[src/rtl/sram_like_arbiter.sv]
// Round-robin arbiter merging NCH sram-like masters onto one slave, with an in-order ID FIFO for data returns.
// Optional arbitration-stall counter enabled by defining ARB_STALL_CNT_EN.
module sram_like_arbiter #(
   parameter int NCH     = 2,
   parameter int MAX_OUT = 4,
   parameter int DATA_W  = 32
) (
   input  logic                  clk,
   input  logic                  reset,
   input  logic [NCH-1:0]        m_req,
   input  logic [NCH-1:0]        m_wr,
   input  logic [2*NCH-1:0]      m_size,
   input  logic [DATA_W*NCH-1:0] m_addr,
   input  logic [DATA_W*NCH-1:0] m_wdata,
   output logic [NCH-1:0]        m_addrok,
   output logic [NCH-1:0]        m_dataok,
   output logic [DATA_W-1:0]     m_rdata,
   output logic                  s_req,
   output logic                  s_wr,
   output logic [1:0]            s_size,
   output logic [DATA_W-1:0]     s_addr,
   output logic [DATA_W-1:0]     s_wdata,
   input  logic [DATA_W-1:0]     s_rdata,
   input  logic                  s_addrok,
   input  logic                  s_dataok,
   output logic                  err,
   output logic [31:0]           stall_cnt
);

   localparam int ID_W  = $clog2(NCH);
   localparam int PTR_W = $clog2(MAX_OUT);
   localparam int CNT_W = $clog2(MAX_OUT + 1);

   logic [ID_W-1:0]  rr_ptr_q, rr_ptr_d;
   logic             lock_q, lock_d;
   logic [ID_W-1:0]  lock_ch_q, lock_ch_d;
   logic             err_q, err_d;
   logic [ID_W-1:0]  fifo_mem_q [MAX_OUT];
   logic [ID_W-1:0]  fifo_mem_d [MAX_OUT];
   logic [PTR_W-1:0] wr_ptr_q, wr_ptr_d;
   logic [PTR_W-1:0] rd_ptr_q, rd_ptr_d;
   logic [CNT_W-1:0] count_q, count_d;

   logic            any_req;
   logic            fifo_full;
   logic            fifo_empty;
   logic            handshake;
   logic            pop;
   logic            found;
   logic [ID_W-1:0] grant;
   logic [ID_W-1:0] head;

   assign any_req    = |m_req;
   assign fifo_full  = (count_q == CNT_W'(MAX_OUT));
   assign fifo_empty = (count_q == '0);
   assign head       = fifo_mem_q[rd_ptr_q];
   assign m_rdata    = s_rdata;
   assign err        = err_q;

   // NOTE: every variable written in always_comb gets a default first, so no path can infer a latch.
   always_comb begin
      grant = rr_ptr_q;
      found = 1'b0;
      if (lock_q) begin
         grant = lock_ch_q;
      end else begin
         for (int i = 0; i < NCH; i++) begin
            if (!found && m_req[(int'(rr_ptr_q) + i) % NCH]) begin
               grant = ID_W'((int'(rr_ptr_q) + i) % NCH);
               found = 1'b1;
            end
         end
      end
   end

   // A full FIFO blocks new requests even when a pop frees a slot this same cycle.
   assign s_req     = any_req && !fifo_full;
   assign s_wr      = m_wr[grant];
   assign s_size    = m_size[2*grant +: 2];
   assign s_addr    = m_addr[grant*DATA_W +: DATA_W];
   assign s_wdata   = m_wdata[grant*DATA_W +: DATA_W];
   assign handshake = s_req && s_addrok;
   assign pop       = s_dataok && !fifo_empty;

   always_comb begin
      m_addrok        = '0;
      m_addrok[grant] = handshake;
      m_dataok        = '0;
      if (pop) begin
         m_dataok[head] = 1'b1;
      end
   end

   always_comb begin
      rr_ptr_d   = rr_ptr_q;
      lock_d     = lock_q;
      lock_ch_d  = lock_ch_q;
      err_d      = err_q;
      fifo_mem_d = fifo_mem_q;
      wr_ptr_d   = wr_ptr_q;
      rd_ptr_d   = rd_ptr_q;
      count_d    = count_q;

      if (handshake) begin
         lock_d   = 1'b0;
         rr_ptr_d = (int'(grant) == NCH - 1) ? '0 : grant + ID_W'(1);
         fifo_mem_d[wr_ptr_q] = grant;
         wr_ptr_d = wr_ptr_q + PTR_W'(1);
      end else if (s_req) begin
         lock_d    = 1'b1;
         lock_ch_d = grant;
      end

      if (pop) begin
         rd_ptr_d = rd_ptr_q + PTR_W'(1);
      end

      if (handshake && !pop) begin
         count_d = count_q + CNT_W'(1);
      end else if (pop && !handshake) begin
         count_d = count_q - CNT_W'(1);
      end

      // Protocol violations: stray data return, or the locked master withdrawing its request.
      if ((s_dataok && fifo_empty) || (lock_q && !m_req[lock_ch_q])) begin
         err_d = 1'b1;
      end
   end

   // NOTE: sequential state uses non-blocking assignments so every flop samples pre-edge values.
   always_ff @(posedge clk) begin
      if (reset) begin
         rr_ptr_q  <= '0;
         lock_q    <= 1'b0;
         lock_ch_q <= '0;
         err_q     <= 1'b0;
         wr_ptr_q  <= '0;
         rd_ptr_q  <= '0;
         count_q   <= '0;
      end else begin
         rr_ptr_q  <= rr_ptr_d;
         lock_q    <= lock_d;
         lock_ch_q <= lock_ch_d;
         err_q     <= err_d;
         wr_ptr_q  <= wr_ptr_d;
         rd_ptr_q  <= rd_ptr_d;
         count_q   <= count_d;
      end
   end

   // NOTE: the ID storage is not reset; entries are only read below count_q, which reset clears.
   always_ff @(posedge clk) begin
      fifo_mem_q <= fifo_mem_d;
   end

`ifdef ARB_STALL_CNT_EN
   logic [31:0] stall_cnt_q, stall_cnt_d;

   always_comb begin
      stall_cnt_d = stall_cnt_q;
      if (any_req && !handshake && (stall_cnt_q != 32'hFFFF_FFFF)) begin
         stall_cnt_d = stall_cnt_q + 32'd1;
      end
   end

   always_ff @(posedge clk) begin
      if (reset) begin
         stall_cnt_q <= '0;
      end else begin
         stall_cnt_q <= stall_cnt_d;
      end
   end

   assign stall_cnt = stall_cnt_q;
`else
   assign stall_cnt = 32'd0;
`endif

endmodule

[config.mk]
export PLATFORM = sky130hd
export DESIGN_NAME = sram_like_arbiter
export DESIGN_NICKNAME = d
export VERILOG_FILES = /design/src/rtl/sram_like_arbiter.sv
export SDC_FILE = /design/constraint.sdc
export NUM_CORES = 1
export LEC_CHECK = 0
export ABC_AREA = 1
export CORE_AREA = 4 4 117 119
export DETAILED_ROUTE_END_ITERATION = 8
export DIE_AREA = 0 0 121 123
export GPL_TIMING_DRIVEN = 0
export PLACE_DENSITY = 0.68
export SLEW_MARGIN = 20
export SYNTH_ARGS = -nofsm -noshare
export SYNTH_HDL_FRONTEND = slang
export SYNTH_SLANG_ARGS = --single-unit
[constraint.sdc]
create_clock -name clk -period 4.89 [get_ports clk]
set_input_delay 0.978 -clock clk [delete_from_list [all_inputs] [get_ports clk]]
set_output_delay 0.978 -clock clk [all_outputs]
set_load 0.02 [all_outputs]
# ---- After elaboration in Yosys (flattened, before gate mapping)
# Index checks and enable logic that the tools add are counted.
dict set report totals {
  regBits 15
  latchBits 0
  ram_bits 0
  rom_bits 0
  inputBits 172
  n_memories 0
}
dict set report op_classes {
  n_addsub 6
  mul 0
  n_div 0
  n_lt_le_gt_ge 10
  n_eq_ne 1
  shifts 3
  muxes 27
  bitwise_logic 5
  n_reduce_logical 23
}
# operator count
set op_table {}
lappend op_table {{64-bit by 7-bit indexed part select with 32-bit output} 2}
lappend op_table {{1-bit 2-to-1 mux} 19}
lappend op_table {{1-bit logical AND} 11}
lappend op_table {{1-bit by 2-bit less-than comparator with 1-bit output (second input constant)} 4}
lappend op_table {{3-bit >= comparator (second input constant)} 2}
lappend op_table {{1-bit zero test} 6}
lappend op_table {{3-bit 2-to-1 mux} 2}
lappend op_table {{2-bit inverter with 3-bit output} 2}
lappend op_table {{2-bit by 1-bit adder with 2-bit output (second input constant)} 2}
lappend op_table {{4-bit bitwise mux} 1}
lappend op_table {{2-bit OR reduction} 2}
lappend op_table {{4-bit by 3-bit indexed part select with 2-bit output} 1}
lappend op_table {{3-bit by 1-bit adder with 3-bit output (second input constant)} 1}
lappend op_table {{3-bit equality test (second input constant)} 1}
lappend op_table {{3-bit zero test} 1}
lappend op_table {{2-bit by 3-bit less-than comparator with 1-bit output (second input constant)} 1}
lappend op_table {{3-bit by 1-bit less-than comparator with 1-bit output (second input constant)} 1}
lappend op_table {{3-bit by 1-bit subtractor with 3-bit output (second input constant)} 1}
lappend op_table {{1-bit adder (second input constant)} 2}
lappend op_table {{2-bit bitwise AND} 1}
lappend op_table {{1-bit binary-select mux with 2-bit select} 1}
lappend op_table {{1-bit demux with 1-bit select} 2}
lappend op_table {{1-bit demux with 2-bit select} 1}
lappend op_table {{1-bit >= comparator (second input constant)} 2}
lappend op_table {{other kinds (6)} 6}

# ---- Logic depth before layout (Yosys ltp)
# Gate-level depths: netlist of the first run.
dict set report logic_depth {
  word_depth 13
  mapped_depth 14
  depth_no_buf 13
}

# ---- Worst setup path after synthesis of the first run
# OpenSTA, ideal clock, no wires.
dict set report synth_timing {
  kind {input-to-output}
  from {input m_req[0]}
  to {output m_addrok[0]}
  arrival_ps 1755
  required_ps 3912
  slack_ps 2157
  stages 7
  cell_sequence {inv_1 -> nand2_1 -> nand2_1 -> nand2_4 -> nand2_4 -> buf_2 -> nor2_1}
}
dict set report synth_between {
  elab_chain_cells 13
  word_cells_on_any_way 20
  cone_classes {order compare: 2; mux: 11; bitwise: 1; reduce/logical: 6}
}
# element line
set synth_rtl {}
lappend synth_rtl {{start: declaration} 10} ;# input logic [NCH-1:0] m_req,
lappend synth_rtl {{1-bit 2-to-1 mux (not written as such) (2 in series)} 68} ;# if (!found && m_req[(int'(rr_ptr_q) + i) % NCH]) begin
lappend synth_rtl {{1-bit 2-to-1 mux} 68}
lappend synth_rtl {{1-bit 2-to-1 mux} 64} ;# if (lock_q) begin
lappend synth_rtl {{1-bit zero test} 68}
lappend synth_rtl {{1-bit logical AND (*)} 68}
lappend synth_rtl {{1-bit 2-to-1 mux (*)} 68}
lappend synth_rtl {{1-bit 2-to-1 mux (*)} 64}
lappend synth_rtl {{net grant} 50} ;# logic [ID_W-1:0] grant;
lappend synth_rtl {{1-bit by 2-bit less-than comparator with 1-bit output (not written as such) / 1-bit >= comparator (equally long branches)} 87} ;# m_addrok[grant] = handshake;
lappend synth_rtl {{1-bit logical AND (not written as such)} 87}
lappend synth_rtl {{1-bit 2-to-1 mux (not written as such)} 87}
lappend synth_rtl {{1-bit demux with 1-bit select (*)} 87}
lappend synth_rtl {{2-bit bitwise AND (no line) (*)} n/a}
lappend synth_rtl {{end: declaration} 15} ;# output logic [NCH-1:0] m_addrok,
# The timed path passes the listed nets; every way through them passes the cells marked *. The select of a mux whose other input is x is not followed.

# ---- Worst setup path after layout of the first run
dict set report layout_timing {
  from {input m_req[0]}
  to {output s_addr[28]}
}
dict set report layout_between {
  elab_chain_cells 9
  word_cells_on_any_way 12
  cone_classes {shift: 1; mux: 9; reduce/logical: 2}
}
# element line
set layout_rtl {}
lappend layout_rtl {{1-bit 2-to-1 mux (not written as such) (2 in series)} 68}
lappend layout_rtl {{1-bit 2-to-1 mux} 68}
lappend layout_rtl {{1-bit 2-to-1 mux} 64}
lappend layout_rtl {{1-bit zero test} 68}
lappend layout_rtl {{1-bit logical AND (*)} 68}
lappend layout_rtl {{1-bit 2-to-1 mux (*)} 68}
lappend layout_rtl {{1-bit 2-to-1 mux (*)} 64}
lappend layout_rtl {{net grant} 50}
lappend layout_rtl {{64-bit by 7-bit indexed part select with 32-bit output (*)} 80} ;# assign s_addr = m_addr[grant*DATA_W +: DATA_W];
lappend layout_rtl {{end: declaration} 21} ;# output logic [DATA_W-1:0] s_addr,
# Marked as above.

==> results.cfg, run 1 <==
[placement]
dpl.cell_count = 850
pre_cts_slack_ns = 0.873
dp_hpwl_um = 9760
place_area_um2 = 5190
globalplace.congestion = 0.779
io_buffers = 244

[timing]
final.setup.tns_ns = 0
period_needed_ns = 3.96
finalCritPeriodShare_pct = 81.0
rsz0062_at_grt = false
clock_skew_ns = 0.00150
fmax_mhz = 253
setup_viol = 0
drv_slew = 0
hold_slack_ns = 0.474
finalHoldViolations = 0
fin_ws_ns = 0.931

[synth]
synthAdderAreaFrac_pct = 3.41
synth_seq_area_share_pct = 14.1
yosysMostFrequentCell = nand2_1
synth_ff_type = dfxtp_1
synth_top_family_by_area = simple AND/OR/NAND/NOR gates
async_flop_share_pct = 0
synth_top_area_share_pct = 25.0
synth_common_cells = 161 x nand2_1, 65 x buf_4, 53 x nand3_1, 22 x inv_1, 21 x nand3_2
synthMuxAreaShare_pct = 0
synth_edf_count = 4
yosys.area_share.xor_xnor_pct = 0
synth_cells = 403
yosysWarnings = 0
post-synth-top-area-cell = nand2_1
synth-simple-area-share_pct = 49.1
ys_types = 23
synth_area_leaders = nand2_1 25%, buf_4 20%, nand3_1 11%
synth_compound_area_share_pct = 3.21
syn_area_per_cell_um2 = 6.00
synth_seq_cells = 15
netlist_area_um2 = 2420

[die]
die_area_um2 = 14900
io_pins = 309
core-area_um2 = 12600
die_y_um = 123
row_count = 41
start_util_pct = 19.3
fp.dieW_um = 121

[power_and_ir_drop]
p_int_uw = 793
clock_power_share_pct = 10.9
totalPowerFinal_mw = 1.45
p_per_area_nw_per_um2 = 275
swShare_pct = 45.3
power_leakage_nw = 2.56
pwr-share-comb_pct = 76.5
max-vdd-ir-drop_uv = 127
p_sw_uw = 656
p_seq_share_pct = 12.6

[clock_network]
cts_buffer_depth = 2
cts_setup_buffers = 0
cts_buffers = 3
htree_levels = 1
cts_tree = yes
cts-resized-gates = 0
postCtsHoldBufs = 0
worstSkewPairLatency_ns = 0.24
root_buffer = clkbuf_16
path_clk_slew_ns = 0.05
clkSinkCount = 15

[global_routing]
grt_pass1_wl_um = 16400
track_usage_pct = 13.6
grt_max_degree = 14
grt_pass1_vias = 3236
antenna_found_initial = 0
grt.overflow.total = 0

[worst_setup_path]
critPathLaunchType = primary input
worstSetupPathType = in2out
cp_max_fo = 13
cp_num_cells = 10
max_stage_delay_ns = 0.60
cp_top_family = buffers and inverters
crit_path_top_delay_cell = clkdlybuf4s50_1
crit_chain = clkdlybuf4s50_1 -> inv_1 -> nand2_1 -> nand2_1 -> nand2_4 -> nand2_4 -> buf_2 -> nand2_1 -> nand2_1 -> clkdlybuf4s50_1
crit_path_end_kind = output pin
cp.required_ns = 3.91
critPathBufInv = 4
critPathArrivalTime_ns = 2.98
cp_common_cell = nand2_1
reg2reg_depth = 10

[final_layout]
multi_input_area_um2 = 1470
fin_nets = 861
regArea_um2 = 340
fill_cells = 1317
n_antenna_cell = 0
final_util_pct = 42.0
fin_cells = 854
final_area_um2 = 5270
syn2layout_area_growth_pct = 118
drive_gt1_share_pct = 16.6

[detailed_routing]
vias_per_cell = 3.84
dr.max_layer_used = met4
final_antenna_net_count = 0
drc = 0
totalWireLength_um = 11300
via_count = 3281
wl_per_cell_um = 13.3
first_iter_violations = 114
wl_met1_um = 4390
wl_met2_um = 5740
dr.pass1.iters = 4
met3_length_um = 1110

[run]
drv_cap = 0

[hold_path]
hold_class = reg2reg
min_path_cells = 2

[status]
status = finished clean
## power by group through the flow
stage | Combinational [mW] | Clock [mW] | Sequential (mW)
after floorplan | 0.608 | 0 | 0.185
after global placement | 1.11 | 0 | 0.185
after detailed placement | 1.12 | 0 | 0.185
after CTS | 1.12 | 0.164 | 0.183
after global routing | 1.21 | 0.169 | 0.187
final | 1.11 | 0.158 | 0.183
## worst paths after layout
check	start	end	slack [ns]
worst max-delay path	m_req[0]	s_addr[28]	0.93
worst min-delay path	err	err	0.47
worst max register to register	count_q[1]	count_q[1]	2.84
worst min register to register	err	err	0.47
## flip-flops by register name, indices dropped and copies added (netlist names)
name,count
lock_ch_q,1
err,1
lock_q,1
fifo_mem_q,4
count_q,3
rd_ptr_q,2
wr_ptr_q,2
rr_ptr_q,1
## worst reg2reg max path, delay by kind of cell, from the launching register on
kind	cells	cell delay (ns)
buffers and inverters	4	0.47
flip-flops	1	0.32
adder cells (fa/ha/maj)	2	0.62
AND/OR/NAND/NOR	2	0.29
AO/OA/AOI/OAI	2	0.22
## layer usage
layer,up-vias,track usage (%)
met3,6,4.53
met4,0,1.77
met1,1378,15.7
met5,-,0
li1,1731,-
met2,166,25.2
## cells in the final DEF (no fill, tap or decap), types with 3 or more instances in the layout
cell type        instances
buf_2                   12
inv_1                   22
dfxtp_1                 11
a21oi_1                  7
nand3_1                 53
ha_1                     5
edfxtp_1                 4
clkbuf_16                3
o21ai_0                  5
clkdlybuf4s50_1        244
conb_1                  32
buf_4                   65
nor2_1                  18
nand3_2                 21
nand2_1                161
clkbuf_1                 4
## area by class of cell
cell class	count	area share (%)
clock inverter	1	0.0949
timing repair buffer	244	46.3
buffer	86	12.1
inverter	23	1.64
tap	172	4.08
sequential	15	6.45
multi-input combinational	310	27.9
clock buffer	3	1.42
## logic make-up after synthesis
family / after synthesis
simple gates: 258
other cells: 1
buf+inv: 109
flops: 15
fa+ha+maj: 6
compound gates: 14
No activity file was read; power rests on OpenSTA's default activity.
==> inputs of run 2 (changes only) <==
clock period = 4.13 ns   (was 4.89 ns; I/O delays follow)
==> results of run 2 <==
The final DEF is identical to that of run 1. Status: finished clean.
Among the figures that moved: setup slack after placement 0.873 ns -> 0.417 ns; setup slack after layout 0.931 ns -> 0.475 ns; register-to-register setup slack 2.84 ns -> 2.08 ns; total power 1.45 mW -> 1.72 mW; worst IR drop on VDD 127 uV -> 150 uV
==> inputs of run 3 (changes only) <==
SKIP_CTS_REPAIR_TIMING = 1   (was unset)
==> results of run 3 <==
The final DEF is identical to that of run 1. Status: finished clean.
Among the figures that moved: setup slack after placement 0.873 ns -> 0.417 ns; setup slack after layout 0.931 ns -> 0.475 ns; register-to-register setup slack 2.84 ns -> 2.08 ns; total power 1.45 mW -> 1.72 mW; worst IR drop on VDD 127 uV -> 150 uV
